File: config.mk
export PLATFORM = sky130hd
export DESIGN_NAME = pipe_stage_chain
export DESIGN_NICKNAME = d
export VERILOG_FILES = /design/src/rtl/pipe_stage_chain.sv
export SDC_FILE = /design/constraint.sdc
export NUM_CORES = 1
export LEC_CHECK = 0
export CAP_MARGIN = 20
export CORE_MARGIN = 1
export CORE_UTILIZATION = 45
export DETAILED_ROUTE_END_ITERATION = 10
export PLACE_DENSITY = 0.81
export SLEW_MARGIN = 10
export SYNTH_ARGS = -nofsm -noshare
export SYNTH_HDL_FRONTEND = slang
export SYNTH_SLANG_ARGS = --single-unit
File: constraint.sdc
create_clock -name clock -period 3.18 [get_ports clock]
set_input_delay 0.636 -clock clock [delete_from_list [all_inputs] [get_ports clock]]
set_output_delay 0.636 -clock clock [all_outputs]
set_load 0.05 [all_outputs]
File: src/rtl/pipe_stage_chain.sv
// ---------------------------------------------------------------------------
// pipe_stage_chain
//
// A parametrised run of pipeline registers with a ready/valid handshake. Each
// stage has its own stall and flush controls. The chain also exposes the valid
// bit and payload of every stage so that hazard and forwarding logic can
// inspect the stages.
//
// Parameters:
//   DATA_W  payload width per stage
//   STAGES  number of register stages (>=1); stage 0 is nearest the input
//   CNT_W   width of each saturating performance counter
//
// Ports:
//   clock         sole clock, rising edge
//   reset         asynchronous, active-low reset
//   in_valid      upstream item present
//   in_ready      chain accepts in_data this cycle
//   in_data       upstream payload
//   out_valid     item leaving the last stage
//   out_ready     downstream accepts
//   out_data      payload of the last stage
//   stall         bit k freezes stage k
//   flush         bit k kills the content of stage k
//   clr_stats     synchronous clear of both counters
//   stage_valid   registered valid bit per stage
//   stage_data    flattened stage payloads, stage k at [k*DATA_W +: DATA_W]
//   occupancy     popcount of stage_valid
//   stall_cycles  cycles with in_valid & ~in_ready (saturating)
//   kill_count    valid items discarded by flush (saturating)
// ---------------------------------------------------------------------------
module pipe_stage_chain #(
  parameter  int DATA_W = 64,
  parameter  int STAGES = 3,
  parameter  int CNT_W  = 16,
  localparam int OCC_W  = $clog2(STAGES + 1)
) (
  input  logic                     clock,
  input  logic                     reset,
  input  logic                     in_valid,
  output logic                     in_ready,
  input  logic [DATA_W-1:0]        in_data,
  output logic                     out_valid,
  input  logic                     out_ready,
  output logic [DATA_W-1:0]        out_data,
  input  logic [STAGES-1:0]        stall,
  input  logic [STAGES-1:0]        flush,
  input  logic                     clr_stats,
  output logic [STAGES-1:0]        stage_valid,
  output logic [STAGES*DATA_W-1:0] stage_data,
  output logic [OCC_W-1:0]         occupancy,
  output logic [CNT_W-1:0]         stall_cycles,
  output logic [CNT_W-1:0]         kill_count
);

  localparam int SUM_W = CNT_W + OCC_W;

  logic [STAGES-1:0]             valid_q, valid_d;
  logic [STAGES-1:0][DATA_W-1:0] data_q, data_d;
  logic [CNT_W-1:0]              stall_cnt_q, stall_cnt_d;
  logic [CNT_W-1:0]              kill_cnt_q, kill_cnt_d;

  logic [STAGES-1:0]             ready;
  logic [STAGES-1:0]             ov;
  logic [STAGES-1:0]             iv;
  logic [STAGES-1:0][DATA_W-1:0] inc_data;
  logic [OCC_W-1:0]              occ_c;
  logic [OCC_W-1:0]              kills_c;
  logic [SUM_W-1:0]              kill_sum;

  // Ready ripples from the output back to the input. A local carries
  // ready_{k+1} so that no signal feeds itself.
  always_comb begin : ready_chain
    logic nxt;
    nxt   = out_ready;
    ready = '0;
    for (int k = STAGES - 1; k >= 0; k--) begin
      ready[k] = flush[k] | (~stall[k] & (~valid_q[k] | nxt));
      nxt      = ready[k];
    end
  end

  assign ov = valid_q & ~stall & ~flush;

  // Each stage is fed by its predecessor's outgoing valid/data; stage 0 is
  // fed by the upstream port.
  always_comb begin
    iv          = '0;
    inc_data    = '0;
    iv[0]       = in_valid;
    inc_data[0] = in_data;
    for (int k = 1; k < STAGES; k++) begin
      iv[k]       = ov[k-1];
      inc_data[k] = data_q[k-1];
    end
  end

  // A flush drops the stage valid bit and swallows anything offered into the
  // stage that cycle. A ready stage otherwise takes its input or a bubble.
  // Payload only moves with a valid item.
  always_comb begin
    valid_d = valid_q;
    data_d  = data_q;
    for (int k = 0; k < STAGES; k++) begin
      if (flush[k]) begin
        valid_d[k] = 1'b0;
      end else if (ready[k]) begin
        valid_d[k] = iv[k];
        if (iv[k]) begin
          data_d[k] = inc_data[k];
        end
      end
    end
  end

  // Popcounts for the occupancy output and for the number of valid items
  // that are killed this cycle.
  always_comb begin
    occ_c   = '0;
    kills_c = '0;
    for (int k = 0; k < STAGES; k++) begin
      occ_c   = occ_c + OCC_W'(valid_q[k]);
      kills_c = kills_c + OCC_W'(flush[k] & valid_q[k]);
    end
  end

  // Both counters saturate. The kill counter can jump by several in one
  // cycle, so its sum is formed one field wider before it is clamped.
  always_comb begin
    kill_sum    = {{OCC_W{1'b0}}, kill_cnt_q} + {{CNT_W{1'b0}}, kills_c};
    stall_cnt_d = stall_cnt_q;
    kill_cnt_d  = kill_cnt_q;
    if (clr_stats) begin
      stall_cnt_d = '0;
      kill_cnt_d  = '0;
    end else begin
      if (in_valid && !ready[0] && (stall_cnt_q != {CNT_W{1'b1}})) begin
        stall_cnt_d = stall_cnt_q + 1'b1;
      end
      if (kill_sum > {{OCC_W{1'b0}}, {CNT_W{1'b1}}}) begin
        kill_cnt_d = {CNT_W{1'b1}};
      end else begin
        kill_cnt_d = kill_sum[CNT_W-1:0];
      end
    end
  end

  always_ff @(posedge clock or negedge reset) begin
    if (!reset) begin
      valid_q     <= '0;
      data_q      <= '0;
      stall_cnt_q <= '0;
      kill_cnt_q  <= '0;
    end else begin
      valid_q     <= valid_d;
      data_q      <= data_d;
      stall_cnt_q <= stall_cnt_d;
      kill_cnt_q  <= kill_cnt_d;
    end
  end

  assign in_ready     = ready[0];
  assign out_valid    = ov[STAGES-1];
  assign out_data     = data_q[STAGES-1];
  assign stage_valid  = valid_q;
  assign stage_data   = data_q;
  assign occupancy    = occ_c;
  assign stall_cycles = stall_cnt_q;
  assign kill_count   = kill_cnt_q;

endmodule

==> results of run 1 <==
[registers in the layout (all words and copies together) (netlist names)]
name,count
stall_cycles,16
out_data,64
kill_count,16
stage_valid,3
stage_data,128
[routing by layer]
layer	vias up	global-route usage, %	part of all wire [%]
li1	3002	-	-
met1	3375	27.1	39
met2	260	39.1	52
met3	40	3.87	5.8
met4	0	6.72	2.9
met5	-	0	0
[worst paths after layout]
check | from | cells past startpoint | to
hold reg to reg | stage_data[27] | 1 | stage_data[91]
hold / removal | reset | 1 | stage_data[72]
max in group asynchronous | reset | 2 | stage_data[18]
min in group clock | stage_data[27] | 1 | stage_data[91]
setup / recovery | stage_valid[0] | 3 | occupancy[0]
setup reg to reg | stage_valid[0] | 10 | kill_count[10]
[Yosys cell counts, types with 4 or more instances]
cell type	count
nor2_1	18
o21ai_0	10
buf_6	7
xor2_1	8
and2_1	4
or4_1	4
nand3_1	6
xnor2_1	5
a21oi_1	24
clkbuf_1	7
or3_1	6
nand2_1	13
dfrtp_1	227
nand4_1	11
buf_2	15
and3_1	4
nor2b_1	6
mux2_2	148
buf_4	64
mux2_4	49
inv_1	7
nand2b_1	9
[power by group]
group	leakage [uW]	switching (uW)	total, uW	internal [uW]
combinational	0.00302	1610	2570	967
sequential	0.00299	263	3480	3220
clock	0.000444	1140	3180	2040
total	0.00646	3010	9230	6220
[cell type report]
| class | instances | area [sq um] |
|---|---|---|
| well taps | 275 | 344 |
| clock buffers | 33 | 706 |
| multi-input cells | 360 | 3470 |
| repair buffers | 395 | 3980 |
| flip-flops and latches | 227 | 5680 |
| clock inverters | 11 | 210 |
| inverters | 7 | 26.3 |
| diodes | 1 | 2.50 |
| fillers | 1530 | 6810 |
[layout by cell type (no fill, tap or decap), types with 4 or more instances in the layout]
master	n
bufinv_16	6
inv_1	7
nand2b_1	9
or4_1	4
nand2_1	13
buf_12	7
xor2_1	8
mux2_2	148
nand4_1	11
o21ai_0	10
clkbuf_16	25
nor2_1	18
nand3_1	6
or3_1	6
xnor2_1	5
nor2b_1	6
and2_1	4
and3_1	4
clkdlybuf4s50_1	366
a21oi_1	24
buf_4	21
dfrtp_1	227
clkbuf_8	5
mux2_4	49
[kinds of logic (layout without fill, tap and decap cells)]
group	count (synthesis)	in the layout	synth area share [%]
DFF	227	227	57.8
xor gates and xnor gates	13	13	1.16
other	0	1	0
and+or+nand+nor	100	100	6.03
buffers and inverters	100	446	6.99
AOI/OAI and AO/OA	42	42	2.38
adders and majority gates	6	6	0.993
muxes	199	199	24.6
[worst max-delay path, delay by kind of cell (launching register included)]
kind	cells	cell delay [ns]
adder cells (fa/ha/maj)	1	0.52
buffers and inverters	2	0.96
flip-flops	1	0.39
[through the flow]
stage | TNS (ns) | power, uW | std cells | cell area, sq um | utilization (%)
final | 0 | 9230 | 1309 | 14400 | 67.9
after global routing | 0 | 9540 | 1308 | 14400 | 67.9
after CTS | 0 | 9320 | 1308 | 14400 | 67.9
after detailed placement | -1.05 | 6120 | 1264 | 13500 | 63.6
after global placement | -0.294 | 6080 | 1264 | 13500 | 63.6
after floorplan | 0 | 5100 | 687 | 9830 | -
==> flow_summary_export.csv, run 1 <==
group,metric,value,unit
floorplan,die_y,150,microns
status,status,"complete, no violations",
placed_design,gp_congestion,0.823,
yosys,synth_area,9830,sq um
floorplan,die_w,150,microns
worst_setup_path,crit_required,2.54,ns
floorplan,die_area,22400,sq um
yosys,postSynthCellCount,687,
layout,final_nets,1096,
global_routing,grt_pass1_wl,38.0,mm
power,power_density,641,nW/um^2
layout,drive_above_1_share,26.9,%
yosys,ys_top_cells_by_area,"dfrtp_1 (58%), mux2_2 (17%), mux2_4 (7.5%), buf_4 (4.9%), a21oi_1 (1.2%)",
timing,fin_ws,0.154,ns
placed_design,numPortBuffers,369,
clocking,post_cts_resized,0,
worst_setup_path,cp.arrival,2.39,ns
clocking,cts_tree,"built",
clocking,postCtsSetupRepairBufs,0,
clocking,cts_max_level,1,
timing,min_period,3.03,ns
worst_setup_path,critical_path.slowest_cell,"clkdlybuf4s50_1",
placed_design,post-dp-hpwl,18.0,mm
yosys,synth_edf_count,0,
timing,layout_worst_path_cycle_share,95.1,%
timing,rsz0062_at_grt,"false",
floorplan,core,21200,sq um
detailed_routing,drt_iter0_markers,212,
detailed_routing,via_count,6677,
yosys,synth_seq_cells,227,
timing,fmax,330,MHz
worst_setup_path,worstSetupStartpointType,"register",
worst_setup_path,crit_type,"reg2out",
power,ir_worst_vdd,0.573,mV
yosys,async_reset_ff_share,100,%
yosys,synth_cell_type_count,45,
timing,final.setup_skew,0.0150,ns
yosys,synth.avg_cell_area,14.3,sq um
clocking,cts_buffers,24,
yosys,ys_seq_area_share,57.8,%
timing,slew_headroom,50.2,%
layout,synthToLayoutAreaGrowth,46.6,%
worst_setup_path,ff2ff_setup_slack,0.48,ns
detailed_routing,dr.pass1.iters,4,
clocking,clkLatencyLatePin,0.51,ns
detailed_routing,wl_per_cell,19.3,microns
global_routing,grt_max_degree,86,
clocking,clock-root-buffer,"clkbuf_16",
floorplan,row_count,53,
yosys,synth_top_area_share,57.8,%
yosys,syn_nets,768,
floorplan,start_util,46.3,%
detailed_routing,vias_per_cell,5.10,
floorplan,ios,370,
yosys,ys.flop_type,"dfrtp_1",
global_routing,track_usage,22.0,%
timing,slew_viol_final,0,
yosys,synth_warnings,0,
worst_setup_path,max_stage_delay,0.80,ns
timing,final_hold_viol_count,0,
global_routing,grt_pass1_vias,6699,
clocking,cts_hold_buf,0,
yosys,synth_top_area_cell,"dfrtp_1",
global_routing,grt-ovfl-total,0,
min_path,hold_path.class,"in2async",
global_routing,antenna_found_initial,0,
worst_setup_path,worst-path-max-fanout,4,
power,leakage,0.00646,uW
detailed_routing,totalWireLength,25.3,mm
flow_run,max_cap_violations,0,
worst_setup_path,path_cells,"buf_4 > fa_1 > clkdlybuf4s50_1",
placed_design,post-place-ws,-0.137,ns
detailed_routing,drc,0,
worst_setup_path,endpoint_kind,"output port",
timing,tightest_slew,0.745,ns
detailed_routing,ant_nets,0,
clocking,cts_num_sinks,227,
clocking,clkSlewWorstSetupHoldPaths,0.06,ns
timing,final-setup-viol-count,0,
clocking,cts_buffer_depth,3,
timing,whs,0.126,ns
No activity file was read; power rests on OpenSTA's default activity.
==> run 2: changes to the inputs <==
- CORE_UTILIZATION: 45 -> 46
- CTS_BUF_LIST: unset -> sky130_fd_sc_hd__clkbuf_4
- HOLD_SLACK_MARGIN: unset -> 0.03
- PLACE_DENSITY: 0.81 -> 0.83
==> run 2 against run 1 <==
  * Maximum frequency rose by 2.3%
  * Routed wire length down 1.3%
  * Critical endpoint is now in_ready
  * Count of clock-buffer cells in the layout rose by 47
  * Largest power group unchanged
==> flow_summary_export.csv, run 2 (synthesis gave the netlist of run 1 again) <==
group,metric,value,unit
min_path,hp-start,"stage_data[62]",
detailed_routing,drt_iter0_markers,266,
timing,final-setup-viol-count,0,
clocking,clkLatencyLatePin,0.66,ns
layout,final_nets,1121,
timing,slew_headroom,54.9,%
timing,tightest_slew,0.677,ns
worst_setup_path,ff2ff_setup_slack,0.42,ns
layout,layout_commonest_cell,"clkdlybuf4s50_1",
worst_setup_path,r2r-start,"stage_valid[2]",
placed_design,gp_congestion,0.846,
clocking,cts_tree,"built",
detailed_routing,ant_nets,0,
floorplan,die_w,148,microns
floorplan,die_area,22000,sq um
floorplan,row_count,53,
clocking,clock-root-buffer,"clkbuf_4",
floorplan,core,21000,sq um
worst_setup_path,worstSetupStartpointType,"input port",
global_routing,grt_pass1_wl,38.3,mm
placed_design,numPortBuffers,369,
min_path,min_delay_path_depth,1,
clocking,postCtsSetupRepairBufs,0,
power,p_total,8420,uW
detailed_routing,drc,0,
floorplan,die_y,148,microns
global_routing,grt_pass1_vias,6838,
clocking,clkSlewWorstSetupHoldPaths,0.06,ns
layout,regArea,5680,sq um
timing,min_period,2.96,ns
layout,drive_above_1_share,28.6,%
worst_setup_path,reg2reg_to,"kill_count[12]",
timing,layout_worst_path_cycle_share,93.0,%
worst_setup_path,rr_worst_depth,10,
power,ir_worst_vdd,0.348,mV
timing,slew_viol_final,0,
worst_setup_path,endpoint_kind,"output port",
detailed_routing,vias_per_cell,5.01,
worst_setup_path,path_cells,"clkdlybuf4s50_1 > nand3b_1 > a211o_1 > and2_1 > or2_2 > buf_4",
detailed_routing,totalWireLength,25.0,mm
worst_setup_path,max_stage_delay,0.52,ns
timing,whs,0.512,ns
layout,mostFrequentLayoutCells,"clkdlybuf4s50_1 (365), dfrtp_1 (227), mux2_2 (148), clkbuf_4 (80), mux2_4 (49)",
floorplan,ios,370,
flow_run,max_cap_violations,0,
timing,rsz0062_at_grt,"false",
clocking,cts_buffers,57,
worst_setup_path,worst-path-max-fanout,5,
placed_design,post-dp-hpwl,17.9,mm
layout,synthToLayoutAreaGrowth,43.6,%
timing,tns,0,ns
worst_setup_path,crit_type,"in2out",
clocking,cts_max_level,2,
layout,largest_reg_flops,128,
worst_setup_path,cp-startpoint,"flush[1]",
global_routing,grt_max_degree,78,
layout,antennaDiodeCount,0,
global_routing,antenna_found_initial,0,
clocking,cts_num_sinks,227,
detailed_routing,dr.pass1.iters,5,
layout,multi_input_area,3470,sq um
timing,fmax,338,MHz
global_routing,grt-ovfl-total,0,
min_path,hold_end,"stage_data[126]",
power,power_density,597,nW/um^2
layout,nFillCells,1533,
clocking,cts_buffer_depth,3,
worst_setup_path,critical_path.slowest_cell,"clkdlybuf4s50_1",
timing,final_hold_viol_count,0,
global_routing,track_usage,22.6,%
timing,final.setup_skew,0.0224,ns
detailed_routing,wl_per_cell,18.4,microns
worst_setup_path,crit_required,2.54,ns
detailed_routing,via_count,6806,
floorplan,start_util,46.9,%
status,status,"complete, no violations",
power,leakage,0.00637,uW
worst_setup_path,cp.arrival,2.32,ns
min_path,hold_path.class,"reg2reg",
## run 2: cell types whose count changed in the layout (fill, tap and decap cells not counted), sizes merged
cell | previous run | this run
buf | 29 | 20
dlygate4sd2 | 0 | 1
bufinv | 6 | 1
clkinvlp | 2 | 1
diode | 1 | 0
clkinv | 3 | 20
clkbuf | 33 | 80
dlygate4sd3 | 0 | 1
clkdlybuf4s50 | 366 | 365
## run 2: layer usage
layer	GRT usage, %	up-vias	routed length [microns]
met5	0	-	0
met4	7.27	0	437
met3	5.09	39	1670
met2	39.2	286	13000
met1	27.8	3409	9830
li1	-	3072	-
## run 2: critical path, delay by kind of cell
family                 cells  cell delay (ns)
buffers and inverters      2             0.71
AOI/OAI and AO/OA          1             0.33
and+or+nand+nor            3             0.65
## run 2: timing repair
item | CTS | global route
setup endpoints to repair | 1 | 0
endpoints found under the hold margin | 74 | 0
gates resized for setup | 1 | 0
hold buffers | 1 | 0
## run 2: worst max path at each step
stage | endpoint | depth (start not counted)
after floorplan | kill_count[10] | 9
after global placement | kill_count[10] | 11
after detailed placement | kill_count[12] | 11
after CTS | occupancy[0] | 2
after global routing | in_ready | 6
final | in_ready | 6
## run 2: cell type report
class	count	share of cell area [%]
multi-input combinational	360	24.6
clock inverter	22	0.798
clock buffer	80	4.26
tap	275	2.44
sequential	227	40.3
inverter	7	0.186
timing repair buffer	387	27.5
## run 2: report_power, final
group	switching [uW]	internal (uW)	total [uW]
sequential	271	3220	3490
combinational	1600	963	2560
clock	1140	1240	2380
## run 2: through the flow
step | setup WS [ns] | cells | cell area, sq um | util (%)
2_1_floorplan | 0.113 | 687 | 9830 | -
3_3_place_gp | 0.0439 | 1255 | 13400 | 63.9
3_5_place_dp | -0.133 | 1255 | 13400 | 63.9
4_1_cts | 0.218 | 1358 | 14100 | 67.3
5_1_grt | 0.180 | 1358 | 14100 | 67.3
6_report | 0.222 | 1358 | 14100 | 67.3
==> run 3: changes to the inputs <==
- SLEW_MARGIN: 10 -> 5
==> results of run 3 <==
Same layout as run 2: the final DEF is identical, and so are final timing and power.
